<file path="src/rtl/ahbl_excl_monitor.sv">
// AHB-lite exclusive-access monitor: one reservation per master, gates failing exclusive writes.
// Optional feature macro: EXCL_MON_STATS_EN (saturating pass/fail counters for exclusive writes).
module ahbl_excl_monitor #(
    parameter int W_ADDR    = 32,
    parameter int W_DATA    = 32,
    parameter int N_MASTERS = 2,
    parameter int W_GRAN    = 2
) (
    input  logic              clk,
    input  logic              rst_n,
    input  logic              src_hready,
    output logic              src_hready_resp,
    output logic              src_hresp,
    input  logic [W_ADDR-1:0] src_haddr,
    input  logic              src_hwrite,
    input  logic [1:0]        src_htrans,
    input  logic [2:0]        src_hsize,
    input  logic [2:0]        src_hburst,
    input  logic [3:0]        src_hprot,
    input  logic              src_hmastlock,
    input  logic [W_DATA-1:0] src_hwdata,
    input  logic              src_hexcl,
    input  logic [7:0]        src_hmaster,
    output logic [W_DATA-1:0] src_hrdata,
    output logic              src_hexokay,
    output logic              dst_hready,
    input  logic              dst_hready_resp,
    input  logic              dst_hresp,
    output logic [W_ADDR-1:0] dst_haddr,
    output logic              dst_hwrite,
    output logic [1:0]        dst_htrans,
    output logic [2:0]        dst_hsize,
    output logic [2:0]        dst_hburst,
    output logic [3:0]        dst_hprot,
    output logic              dst_hmastlock,
    output logic [W_DATA-1:0] dst_hwdata,
    output logic [7:0]        dst_hmaster,
    input  logic [W_DATA-1:0] dst_hrdata
`ifdef EXCL_MON_STATS_EN
    ,
    output logic [15:0]       excl_pass_cnt,
    output logic [15:0]       excl_fail_cnt
`endif
);

    localparam int W_RES = W_ADDR - W_GRAN;

    typedef enum logic [1:0] {
        HT_IDLE   = 2'b00,
        HT_BUSY   = 2'b01,
        HT_NONSEQ = 2'b10,
        HT_SEQ    = 2'b11
    } htrans_e;

    logic [N_MASTERS-1:0] res_v;
    logic [W_RES-1:0]     res_a [N_MASTERS];

    logic             dph_excl;
    logic             dph_fail;
    logic             dph_write;
    logic [7:0]       dph_m;
    logic [W_RES-1:0] dph_gran;

    logic [W_RES-1:0] src_gran;
    logic             slot_ok;
    logic             excl_pass;
    logic             excl_wr_req;
    logic             excl_fail_req;
    logic             accept;
    logic             wr_fwd;
    logic             rd_done;

    // The pass check looks only at registered reservation state, never at a same-cycle set.
    always_comb begin
        src_gran  = src_haddr[W_ADDR-1:W_GRAN];
        slot_ok   = 1'b0;
        excl_pass = 1'b0;
        for (int unsigned k = 0; k < N_MASTERS; k++) begin
            if (src_hmaster == 8'(k)) begin
                slot_ok = 1'b1;
                if (res_v[k] && (res_a[k] == src_gran)) begin
                    excl_pass = 1'b1;
                end
            end
        end
        excl_wr_req   = src_htrans[1] & src_hwrite & src_hexcl;
        excl_fail_req = excl_wr_req & ~excl_pass;
        accept        = src_hready & src_htrans[1];
        wr_fwd        = accept & src_hwrite & ~excl_fail_req;
        rd_done       = dph_excl & ~dph_write & dst_hready_resp & ~dst_hresp;
    end

    assign dst_hready    = src_hready;
    assign dst_haddr     = src_haddr;
    assign dst_hwrite    = src_hwrite;
    assign dst_htrans    = excl_fail_req ? HT_IDLE : src_htrans;
    assign dst_hsize     = src_hsize;
    assign dst_hburst    = src_hburst;
    assign dst_hprot     = src_hprot;
    assign dst_hmastlock = src_hmastlock;
    assign dst_hwdata    = src_hwdata;
    assign dst_hmaster   = src_hmaster;
    assign src_hrdata    = dst_hrdata;

    assign src_hready_resp = dph_fail ? 1'b1 : dst_hready_resp;
    assign src_hresp       = dph_fail ? 1'b0 : dst_hresp;
    assign src_hexokay     = dph_excl & ~dph_fail & dst_hready_resp & ~dst_hresp;

    always_ff @(posedge clk or negedge rst_n) begin
        if (!rst_n) begin
            dph_excl  <= 1'b0;
            dph_fail  <= 1'b0;
            dph_write <= 1'b0;
            dph_m     <= '0;
            dph_gran  <= '0;
        end else if (src_hready) begin
            dph_excl  <= accept & src_hexcl & slot_ok;
            dph_fail  <= accept & excl_fail_req;
            dph_write <= src_hwrite;
            dph_m     <= src_hmaster;
            dph_gran  <= src_gran;
        end
    end

    // A set and a forwarded write to the same granule on one edge: the write is later, so it clears.
    always_ff @(posedge clk or negedge rst_n) begin
        if (!rst_n) begin
            res_v <= '0;
            for (int unsigned k = 0; k < N_MASTERS; k++) begin
                res_a[k] <= '0;
            end
        end else begin
            for (int unsigned k = 0; k < N_MASTERS; k++) begin
                if (rd_done && (dph_m == 8'(k))) begin
                    res_a[k] <= dph_gran;
                    res_v[k] <= ~(wr_fwd && (dph_gran == src_gran));
                end else if (wr_fwd && (res_a[k] == src_gran)) begin
                    res_v[k] <= 1'b0;
                end
            end
        end
    end

`ifdef EXCL_MON_STATS_EN
    always_ff @(posedge clk or negedge rst_n) begin
        if (!rst_n) begin
            excl_pass_cnt <= '0;
            excl_fail_cnt <= '0;
        end else if (accept && excl_wr_req) begin
            if (excl_pass) begin
                if (excl_pass_cnt != '1) excl_pass_cnt <= excl_pass_cnt + 16'd1;
            end else begin
                if (excl_fail_cnt != '1) excl_fail_cnt <= excl_fail_cnt + 16'd1;
            end
        end
    end
`endif

endmodule
</file>
<file path="config.mk">
export PLATFORM = sky130hd
export DESIGN_NAME = ahbl_excl_monitor
export DESIGN_NICKNAME = d
export VERILOG_FILES = /design/src/rtl/ahbl_excl_monitor.sv
export SDC_FILE = /design/constraint.sdc
export NUM_CORES = 1
export LEC_CHECK = 0
export BUFFER_PORTS_ARGS = -buffer_cell sky130_fd_sc_hd__clkbuf_2
export CELL_PAD_IN_SITES_DETAIL_PLACEMENT = 1
export CELL_PAD_IN_SITES_GLOBAL_PLACEMENT = 2
export CORE_UTILIZATION = 26
export CTS_CLUSTER_DIAMETER = 100
export CTS_CLUSTER_SIZE = 8
export DETAILED_ROUTE_END_ITERATION = 12
export PLACE_DENSITY = 0.78
export SYNTH_ARGS = -nofsm -noshare
export SYNTH_HDL_FRONTEND = slang
export SYNTH_SLANG_ARGS = --single-unit
export TNS_END_PERCENT = 10
</file>
<file path="constraint.sdc">
create_clock -name clk -period 1.77 [get_ports clk]
set_input_delay 0.2655 -clock clk [delete_from_list [all_inputs] [get_ports clk]]
set_output_delay 0.2655 -clock clk [all_outputs]
set_load 0.01 [all_outputs]
</file>
==> metrics.txt <==
status finished, violations left; failing checks DRC, setup timing; Yosys reg bits 103; register area share after synthesis 0.440; maximum fanout along the worst path 3; drt first pass iters 8; Critical Path AT 2.03 ns; setup slack, reg-to-reg -0.29 ns; H-tree depth 3; unrepaired setup endpoints after global routing true; peak supply drop 0.441 mV; switching share of power 0.261; initial core utilization 0.267; ratio of cells with drive above 1 in the final layout 0.483; Yosys cell types 27; clock share of power 0.399; minimum clock period after layout 2.30 ns; setup ws final -0.527 ns; worst reg2reg path startpoint dph_m[6]$_DFFE_PN0P_; combinational share of power 0.144; GPL Wtd Cong 0.777; antenna cell count 0; final instance area 7130 µm²; die height 152 µm; global route overflow 0; fin crit share 1.30; Mapped Cells 552; insertion delay to the later sink of the worst-skew pair 0.36 ns; # fillers 2442; Setup Crit Path Kind reg -> out; fmax 435 MHz; HPWL after DPL 11200 µm; Clock Skew 0.0177 ns; crit path launch type register; mean post-synth cell area 10.6 µm²; Reg clk slew, reported paths 0.08 ns; antenna violations before repair 0; Worst Hold Path Cells 3; Internal 4110 µW; Critical Path RT 1.50 ns; 1st-iter DRT viols 199; Worst-Margin Slew 0.391 ns; Critical R2R Capture res_a[44]$_DFFE_PN0P_; routed vias/inst 4.45; Worst Hold Path EP dph_excl$_DFFE_PN0P_; Worst path max stage delay 0.42 ns; row cnt 54; Longest Clk Path Bufs 2; setup_tns -8.82 ns; vias 3919; CTS tree built; worst hold path type in -> reg; Port Buf Inserts 91; Max stage delay cell, worst path dfrtp_1; Pleak 0.00325 µW; Finished Core Util 0.325; routed wire length 16300 µm; # DRC 56; max cap viols 0; final net count 719; CTS root buf clkbuf_16; area delta synth->final 21.7%; Max Slew Vio Count 0; CTS Buf Count 9; chip width 152 µm; non-filler cells, final 880; Seq pwr share 0.457; Placed Area 6210 µm²; switching power total 1450 µW; Worst Setup End Kind output pin; min-delay src src_hexcl; Pwr Density 780 nW/µm²; cell mode on critical path nand3_4; # clock sinks 103; Placed Cells 853; die area 23100 µm²; Yosys Warn Count 0; Ports 246; largest net degree at the start of global routing 46; crit-path cells xnor2_2 > nand4_1 > nor4_1 > buf_4 > nand3_4 > nand3_4 > and2_4 > buf_6; # setup viols final 34; gr usage total 0.142; Syn Nets 676; vias in the first global route 4177; final hold viol count 0; r2r worst-path depth 5; max_slew headroom 0.739; post-route ant nets 0; overall power 5560 µW; first-pass GRT wire length 24900 µm; Cell Area, Synth 5860 µm²; Avg WL per Cell 18.5 µm; Core Box Area 22000 µm²
## worst max-delay path by stage
stage	startpoint	end	slack, ns	cells after the start
6_report	res_a[43]$_DFFE_PN0P_	dst_htrans[0]	-0.53	8
5_1_grt	res_a[13]$_DFFE_PN0P_	dst_htrans[0]	-0.64	8
4_1_cts	res_a[2]$_DFFE_PN0P_	dst_htrans[0]	-0.55	9
3_5_place_dp	src_haddr[7]	dst_htrans[1]	-0.39	9
3_3_place_gp	src_haddr[7]	dst_htrans[0]	-0.41	9
2_1_floorplan	dph_write$_DFFE_PN0P_	res_a[30]$_DFFE_PN0P_	-0.14	4
## state kept, by name, indices dropped and copies added (netlist names)
name	cells
dph_m	8
dph_gran	30
res_a	60
res_v	2
dph_write	1
dph_fail	1
dph_excl	1
## synthesized netlist by cell type (all sizes together)
master    n  area [µm²]
nor2      4        15.0
nand3     8        40.0
buf     124         940
and2      3        18.8
a21oi     4        20.0
xnor2    90         788
and3      1        6.26
mux2i     1        10.0
mux2     69         777
inv       2        7.51
nand3b    2        15.0
o22ai     1        6.26
clkbuf    8        30.0
nand4    21         131
nor3b     1        7.51
nor4      8        65.1
or2       1        6.26
nand2    96         360
nor3      2        10.0
nor2b     1        6.26
or4       2        18.8
dfrtp   103        2580
## metal layers
layer / share of wire / routed length (µm) / global-route usage / vias to the layer above
met5: 0 / 0 / 0 / -
met1: 0.45 / 7250 / 0.185 / 1949
li1: - / - / - / 1787
met3: 0.055 / 899 / 0.0334 / 40
met4: 0.022 / 353 / 0.0476 / 0
met2: 0.48 / 7760 / 0.233 / 143
## metrics by stage
stage	hold slack, ns	setup WS (ns)
after floorplan	-0.0301	-0.142
after global placement	0.213	-0.412
after detailed placement	0.218	-0.390
after CTS	0.163	-0.550
after global routing	0.182	-0.638
final	0.166	-0.527
## critical path: cells and delay by family, from the launching register on
| family | cells | cell delay, ns |
|---|---|---|
| buffers and inverters | 2 | 0.27 |
| AND/OR/NAND/NOR | 5 | 0.75 |
| XOR/XNOR | 1 | 0.24 |
| flip-flops | 1 | 0.42 |
## power groups by stage
stage	Clock, µW	Sequential, µW	Combinational [µW]
2_1_floorplan	0	2560	567
3_3_place_gp	0	2580	750
3_5_place_dp	0	2580	759
4_1_cts	2280	2540	792
5_1_grt	2360	2560	864
6_report	2220	2540	800
## area by class of cell
| type | count | area, µm² | share of cell area |
|---|---|---|---|
| flip-flops and latches | 103 | 2580 | 0.362 |
| multi-input cells | 315 | 2680 | 0.376 |
| well taps | 280 | 350 | 0.0491 |
| repair buffers | 164 | 1180 | 0.165 |
| inverters | 2 | 7.51 | 0.00105 |
| clock buffers | 9 | 225 | 0.0316 |
| clock inverters | 7 | 105 | 0.0147 |
## cell families (layout without fill, tap and decap cells)
group / Yosys count / count (layout) / share of synthesized area
flops: 103 / 103 / 0.440
compound gates: 5 / 5 / 0.00449
xor+xnor: 90 / 90 / 0.135
buf+inv: 134 / 182 / 0.167
simple gates: 150 / 150 / 0.120
mux: 70 / 70 / 0.134
## placed cells by master, fill, tap and decap left out, types with 2 or more instances in the layout
master and instances:
mux2_2 39, xnor2_2 23, and2_4 3, bufinv_16 2, nand2_1 94, a21oi_1 2, dfrtp_1 103, or4_4 2
mux2_4 30, buf_16 2, xnor2_1 67, inv_1 2, buf_6 5, nand3_4 3, nand2_2 2, nand3b_1 2
buf_12 6, nand4_1 21, buf_4 59, clkbuf_16 10, nor4_2 3, clkinv_4 2, a21oi_2 2, buf_8 2
clkbuf_2 88, nor2_1 4, nand3_1 4, nor4_1 4
## what timing repair did
item                                    CTS  global route
gates cloned                              3             1
setup buffers                             3             3
resized for setup                        65            27
hold buffers                              1             0
endpoints found under the setup margin   65            65
endpoints found under the hold margin    24             0
pin swaps                                19            24
(Power assumes the default switching activity.)
